<file path="config.mk">
export PLATFORM = sky130hd
export DESIGN_NAME = conversor_bin2bcd_secuencial_flat
export DESIGN_NICKNAME = d
export VERILOG_FILES = /design/src/rtl/conversor_bin2bcd_secuencial_if.sv /design/src/rtl/conversor_bin2bcd_secuencial.sv /design/src/flat_wrapper.sv
export SDC_FILE = /design/constraint.sdc
export NUM_CORES = 1
export LEC_CHECK = 0
export ABC_CLOCK_PERIOD_IN_PS = 1500
export CORE_AREA = 2 2 97 99
export DETAILED_ROUTE_END_ITERATION = 10
export DIE_AREA = 0 0 99 101
export GPL_TIMING_DRIVEN = 0
export PLACE_DENSITY = 0.58
export SLEW_MARGIN = 20
export SYNTH_ARGS = -nofsm -noshare
export SYNTH_HDL_FRONTEND = slang
export SYNTH_SLANG_ARGS = --single-unit
</file>
<file path="constraint.sdc">
create_clock -name reloj -period 1.5 [get_ports reloj]
set_clock_uncertainty 0.05 [all_clocks]
set_input_delay 0.3 -clock reloj [delete_from_list [all_inputs] [get_ports reloj]]
set_output_delay 0.3 -clock reloj [all_outputs]
set_load 0.005 [all_outputs]
</file>
<file path="src/rtl/conversor_bin2bcd_secuencial_if.sv">
// Handshake bundle between the ALU result path and the binary-to-BCD converter.
//   iniciar          : start request (master -> converter)
//   entrada          : unsigned binary operand (master -> converter)
//   habilitar_salida : output enable for salida_bcd (master -> converter)
//   salida_bcd       : packed BCD result, digit 0 in bits [3:0] (converter -> master)
//   ocupado          : conversion in progress (converter -> master)
//   listo            : one-cycle pulse when a new result is latched (converter -> master)
//   desbordamiento   : last accepted operand was saturated (converter -> master)
interface conversor_bin2bcd_secuencial_if #(
    parameter int ANCHO_BIN = 14,
    parameter int DIGITOS   = 4
);
    logic                   iniciar;
    logic [ANCHO_BIN-1:0]   entrada;
    logic                   habilitar_salida;
    logic [4*DIGITOS-1:0]   salida_bcd;
    logic                   ocupado;
    logic                   listo;
    logic                   desbordamiento;

    modport master (
        output iniciar, entrada, habilitar_salida,
        input  salida_bcd, ocupado, listo, desbordamiento
    );

    modport slave (
        input  iniciar, entrada, habilitar_salida,
        output salida_bcd, ocupado, listo, desbordamiento
    );
endinterface

</file>
<file path="src/rtl/conversor_bin2bcd_secuencial.sv">
// Sequential binary-to-BCD converter (shift-and-add-3, one bit per falling edge).
// Ports:
//   reloj : clock, all registers update on the falling edge
//   reset : synchronous, active-high
//   bus   : slave side of conversor_bin2bcd_secuencial_if (iniciar, entrada,
//           habilitar_salida in; salida_bcd, ocupado, listo, desbordamiento out)
//
// state      | meaning
// -----------+------------------------------------------------
// REPOSO     | idle, waiting for iniciar
// DESPLAZAR  | shifting, ANCHO_BIN edges
// LISTO      | result latched, listo high for this cycle only
module conversor_bin2bcd_secuencial #(
    parameter int ANCHO_BIN = 14,
    parameter int DIGITOS   = 4
) (
    input logic reloj,
    input logic reset,
    conversor_bin2bcd_secuencial_if.slave bus
);
    function automatic longint unsigned pot10(input int n);
        longint unsigned r;
        r = 1;
        for (int i = 0; i < n; i++) r = r * 10;
        return r;
    endfunction

    localparam int              AB      = 4 * DIGITOS;
    localparam int              AT      = AB + ANCHO_BIN;
    localparam int              AC      = $clog2(ANCHO_BIN + 1);
    localparam longint unsigned LIMITE  = pot10(DIGITOS) - 1;
    localparam longint unsigned MAX_BIN = (64'd1 << ANCHO_BIN) - 1;
    localparam bit              RECORTE = (MAX_BIN > LIMITE);

    typedef enum logic [1:0] {REPOSO, DESPLAZAR, LISTO} estado_t;

    estado_t              estado;
    logic [AT-1:0]        dd;          // {scratch BCD, binary operand}
    logic [AC-1:0]        contador;
    logic [AB-1:0]        salida_reg;
    logic                 desb_int;
    logic                 desb_reg;
    logic                 listo_reg;
    logic                 ocupado_reg;
    logic                 excede;
    logic [ANCHO_BIN-1:0] entrada_rec;
    logic [AB-1:0]        ajustado;
    logic [AT-1:0]        siguiente;

    // The clamp keeps the operand within DIGITOS digits, so the scratch never
    // carries out of its top digit.
    generate
        if (RECORTE) begin : g_recorte
            localparam logic [ANCHO_BIN-1:0] LIMITE_BIN = ANCHO_BIN'(LIMITE);
            assign excede      = (64'(bus.entrada) > LIMITE);
            assign entrada_rec = excede ? LIMITE_BIN : bus.entrada;
        end else begin : g_sin_recorte
            assign excede      = 1'b0;
            assign entrada_rec = bus.entrada;
        end
    endgenerate

    always_comb begin
        ajustado = dd[AT-1:ANCHO_BIN];
        for (int d = 0; d < DIGITOS; d++) begin
            if (dd[ANCHO_BIN + 4*d +: 4] >= 4'd5)
                ajustado[4*d +: 4] = dd[ANCHO_BIN + 4*d +: 4] + 4'd3;
        end
    end

    assign siguiente = {ajustado, dd[ANCHO_BIN-1:0]} << 1;

    always_ff @(negedge reloj) begin
        if (reset) begin
            estado      <= REPOSO;
            dd          <= '0;
            contador    <= '0;
            salida_reg  <= '0;
            desb_int    <= 1'b0;
            desb_reg    <= 1'b0;
            listo_reg   <= 1'b0;
            ocupado_reg <= 1'b0;
        end else begin
            case (estado)
                REPOSO: begin
                    listo_reg <= 1'b0;
                    if (bus.iniciar) begin
                        dd          <= {{AB{1'b0}}, entrada_rec};
                        desb_int    <= excede;
                        contador    <= AC'(ANCHO_BIN);
                        ocupado_reg <= 1'b1;
                        estado      <= DESPLAZAR;
                    end
                end
                DESPLAZAR: begin
                    dd       <= siguiente;
                    contador <= contador - AC'(1);
                    if (contador == AC'(1)) begin
                        salida_reg <= siguiente[AT-1:ANCHO_BIN];
                        desb_reg   <= desb_int;
                        listo_reg  <= 1'b1;
                        estado     <= LISTO;
                    end
                end
                LISTO: begin
                    listo_reg   <= 1'b0;
                    ocupado_reg <= 1'b0;
                    estado      <= REPOSO;
                end
                default: begin
                    listo_reg   <= 1'b0;
                    ocupado_reg <= 1'b0;
                    estado      <= REPOSO;
                end
            endcase
        end
    end

    assign bus.salida_bcd     = bus.habilitar_salida ? salida_reg : '0;
    assign bus.ocupado        = ocupado_reg;
    assign bus.listo          = listo_reg;
    assign bus.desbordamiento = desb_reg;
endmodule

</file>
<file path="src/flat_wrapper.sv">
// flat-port wrapper written by rule: the top's interface ports become plain ports
module conversor_bin2bcd_secuencial_flat 
#(
    parameter int ANCHO_BIN = 14,
    parameter int DIGITOS   = 4
)
  (reloj, reset, bus_iniciar, bus_entrada, bus_habilitar_salida, bus_salida_bcd, bus_ocupado, bus_listo, bus_desbordamiento);
  conversor_bin2bcd_secuencial_if #(.ANCHO_BIN(ANCHO_BIN), .DIGITOS(DIGITOS)) bus_i ();
  input logic reloj;
  input logic reset;
  input wire logic [$bits(bus_i.iniciar)-1:0] bus_iniciar;
  input wire logic [$bits(bus_i.entrada)-1:0] bus_entrada;
  input wire logic [$bits(bus_i.habilitar_salida)-1:0] bus_habilitar_salida;
  output wire logic [$bits(bus_i.salida_bcd)-1:0] bus_salida_bcd;
  output wire logic [$bits(bus_i.ocupado)-1:0] bus_ocupado;
  output wire logic [$bits(bus_i.listo)-1:0] bus_listo;
  output wire logic [$bits(bus_i.desbordamiento)-1:0] bus_desbordamiento;
  assign bus_i.iniciar = bus_iniciar;
  assign bus_i.entrada = bus_entrada;
  assign bus_i.habilitar_salida = bus_habilitar_salida;
  assign bus_salida_bcd = bus_i.salida_bcd;
  assign bus_ocupado = bus_i.ocupado;
  assign bus_listo = bus_i.listo;
  assign bus_desbordamiento = bus_i.desbordamiento;
  conversor_bin2bcd_secuencial #(.ANCHO_BIN(ANCHO_BIN), .DIGITOS(DIGITOS)) u_core (.reloj(reloj), .reset(reset), .bus(bus_i));
endmodule
</file>
==> results.py <==
metrics = {
    "setup_path": {
        "cp-startpoint": "u_core.salida_reg[6]$_SDFFE_NP0P_",
        "worst-endpoint-arrival_ns": 1.67,
        "crit_slowest_cell": "dfxtp_2",
        "critical_path.max_fanout": 2,
        "critical_path_class": "flop to primary output",
        "reg2reg_depth": 8,
        "end_kind": "primary output",
        "cpPeakStageDelay_ns": 0.31,
        "cp.depth": 2,
        "timing.rr.start": "u_core.contador[1]$_SDFFE_NP0P_",
        "cp-start-kind": "flop",
        "critPathTopFamily": "flip-flops",
        "path_cells": "and2_4 > buf_6",
        "critPathBufInv": 1,
        "critPathRequiredTime_ns": 1.15,
    },
    "routing": {
        "drt_pass1_iterations": 5,
        "route.detailed.drc": 0,
        "via_per_inst": 4.93,
        "drt_iter0_drc": 121,
        "ant_nets": 0,
        "wl_per_cell_um": 14.4,
        "vias": 2618,
        "wl_mm": 7.64,
    },
    "sta": {
        "layout_setup_ws_ns": -0.520,
        "max-slew-margin-rel_pct": 66.5,
        "slew_viol_final": 0,
        "fin_tns_setup_ns": -13.81,
        "worst_pin_slew_ns": 0.497,
        "finalSetupViolCount": 59,
        "finalHoldViolCount": 0,
        "rsz0062_at_grt": "yes",
    },
    "global_routing": {
        "grt_usage_pct": 15.5,
        "grt_pass1_vias": 2747,
        "grt_pass1_wl_mm": 12.4,
        "gr-total-overflow": 0,
        "grt_start_max_net_pins": 17,
        "antenna_found_initial": 0,
    },
    "synthesis": {
        "synth.top_cell.area_share_pct": 42.6,
        "synthArstFlopShare_pct": 0,
        "netlist_area_um2": 2630,
        "synth_nets": 313,
        "synth_edf_count": 0,
        "ys_ff_latch": 56,
        "ys_types": 47,
        "yosys_most_used_dff": "dfxtp_1",
        "synth_top_area_cell": "dfxtp_1",
        "yosysSeqAreaShare_pct": 42.6,
        "yosys-top-cells-area": "dfxtp_1 (43%), ha_1 (4.8%), and2_1 (4.0%), a22oi_1 (3.1%), a21oi_1 (3.0%)",
        "postSynthAreaPerCell_um2": 9.23,
        "yosys_warnings": 0,
        "synthCells": 285,
    },
    "power": {
        "peakVddDrop_mv": 0.426,
        "power.density_nw_per_um2": 866,
        "p_total_w": 0.00380,
        "power.leakage_nw": 1.97,
    },
    "clock_network": {
        "htree_levels": 2,
        "clkLatencyLatePin_ns": 0.38,
        "cts_inserted_buffers": 5,
        "clock-sinks": 56,
        "cts_tree": "done",
        "ctsRootBufferMaster": "clkbuf_8",
        "clk_pin_slew_ns": 0.04,
        "cts_buffer_depth": 2,
    },
    "die": {
        "dieArea_um2": 10000,
        "core.rowCount": 35,
        "ioPinCount": 37,
        "die_y_um": 101,
        "coreArea_um2": 8980,
        "initial_core_util_pct": 29.3,
        "die_width_um": 99,
    },
    "placement": {
        "port_buffers": 35,
        "post_dp_cell_area_um2": 3280,
        "hpwl_mm": 4.58,
        "gp_congestion": 0.736,
    },
    "min_path": {
        "hold_depth": 2,
        "min_path_type": "flop to flop",
        "min-delay-start": "u_core.bus.desbordamiento$_SDFFE_NP0P_",
    },
    "finish": {
        "nFillCells": 809,
        "fin_area_um2": 4390,
        "fin_nets": 447,
        "seqCellArea_um2": 1150,
        "syn2layout_area_growth_pct": 67.0,
        "multi_input_area_um2": 1850,
        "antenna_cells": 0,
        "drive_above_1_share_pct": 51.4,
        "largest_reg_flops": 30,
    },
    "job": {
        "max_cap_viol_count": 0,
    },
    "outcome": {
        "violations": "setup timing",
        "status": "finished, violations left",
    },
}
-- final cells by class --
class	count	area share, %
multi-input combinational	200	42.2
sequential	56	26.3
timing repair buffer	74	16.1
clock inverter	59	5.69
buffer	13	3.79
tap	111	3.16
clock buffer	5	1.57
inverter	13	1.22
-- layer usage --
layer  global-route usage (%)  part of all wire [%]  vias to the layer above
met5                        0                     0                        -
met2                     25.3                    51                       84
li1                         -                     -                     1291
met4                     7.90                   1.5                        0
met3                     4.85                   5.9                       10
met1                     18.2                    42                     1233
-- tightest hold or removal path, cell delays in order, from the launching register on --
cell and delay, ns:
dfxtp_2 0.32, nand2_1 0.05, a21oi_1 0.05
-- final timing paths --
| check | slack (ns) | endpoint |
|---|---|---|
| min reg2reg | 0.41 | u_core.bus.desbordamiento$_SDFFE_NP0P_ |
| max reg2reg | -0.03 | u_core.salida_reg[2]$_SDFFE_NP0P_ |
| min | 0.41 | u_core.bus.desbordamiento$_SDFFE_NP0P_ |
| max | -0.52 | bus_salida_bcd[6] |
-- report_power, final --
group | switching, W | internal (W) | leakage [nW]
registers | 0.0000504 | 0.00156 | 0.467
logic | 0.000312 | 0.000330 | 1.15
clock network | 0.000865 | 0.000688 | 0.358
total | 0.00123 | 0.00258 | 1.97
-- Yosys cell counts (6+ instances only) --
cell type	number
a22oi_1	11
nand2_1	17
o21ai_0	15
nor3b_1	10
a21oi_1	16
inv_1	13
nor2_1	21
and2_1	17
ha_1	10
o21ai_1	6
clkbuf_1	6
dfxtp_1	56
-- placed cells by master, fill, tap and decap left out, drive strengths merged, types with 5 or more instances in the layout --
| cell | count |
|---|---|
| o21ai | 21 |
| o2bb2ai | 5 |
| dfxtp | 56 |
| buf | 74 |
| nand2b | 7 |
| inv | 71 |
| a21oi | 17 |
| nor2 | 21 |
| a211oi | 7 |
| ha | 10 |
| clkbuf | 11 |
| a22o | 5 |
| o22ai | 5 |
| clkdlybuf4s50 | 5 |
| a22oi | 11 |
| nand2 | 17 |
| nor3b | 11 |
| and2 | 17 |
| a21o | 5 |
-- through the flow --
stage / worst slack (ns) / utilization (%) / hold WS [ns] / std cells
finish: -0.520 / 48.9 / 0.411 / 531
floorplan: -0.421 / - / 0.375 / 285
CTS: -0.539 / 45.1 / 0.398 / 525
detailed placement: -1.17 / 36.5 / 0.394 / 431
global route: -0.572 / 48.9 / 0.427 / 531
global placement: -1.15 / 36.5 / 0.391 / 431
-- cells by family (layout without fill, tap and decap cells) --
group                    after synthesis  count (layout)  share of synthesized area, %
AND/OR/NAND/NOR                       94              94                          20.6
AO/OA/AOI/OAI                         88              88                          23.6
flip-flops                            56              56                          42.6
buffers and inverters                 29             164                          5.52
adder cells (fa/ha/maj)               10              10                          4.76
XOR/XNOR                               4               4                          1.33
multiplexers                           4               4                          1.62
-- repair_timing --
action,4_1_cts,5_1_grt
pin swaps,33,26
setup buffers,27,9
gates cloned,4,0
hold buffers,0,0
resized for setup,215,75
setup endpoints to repair,75,71
Power figures use the tool's default switching activity.
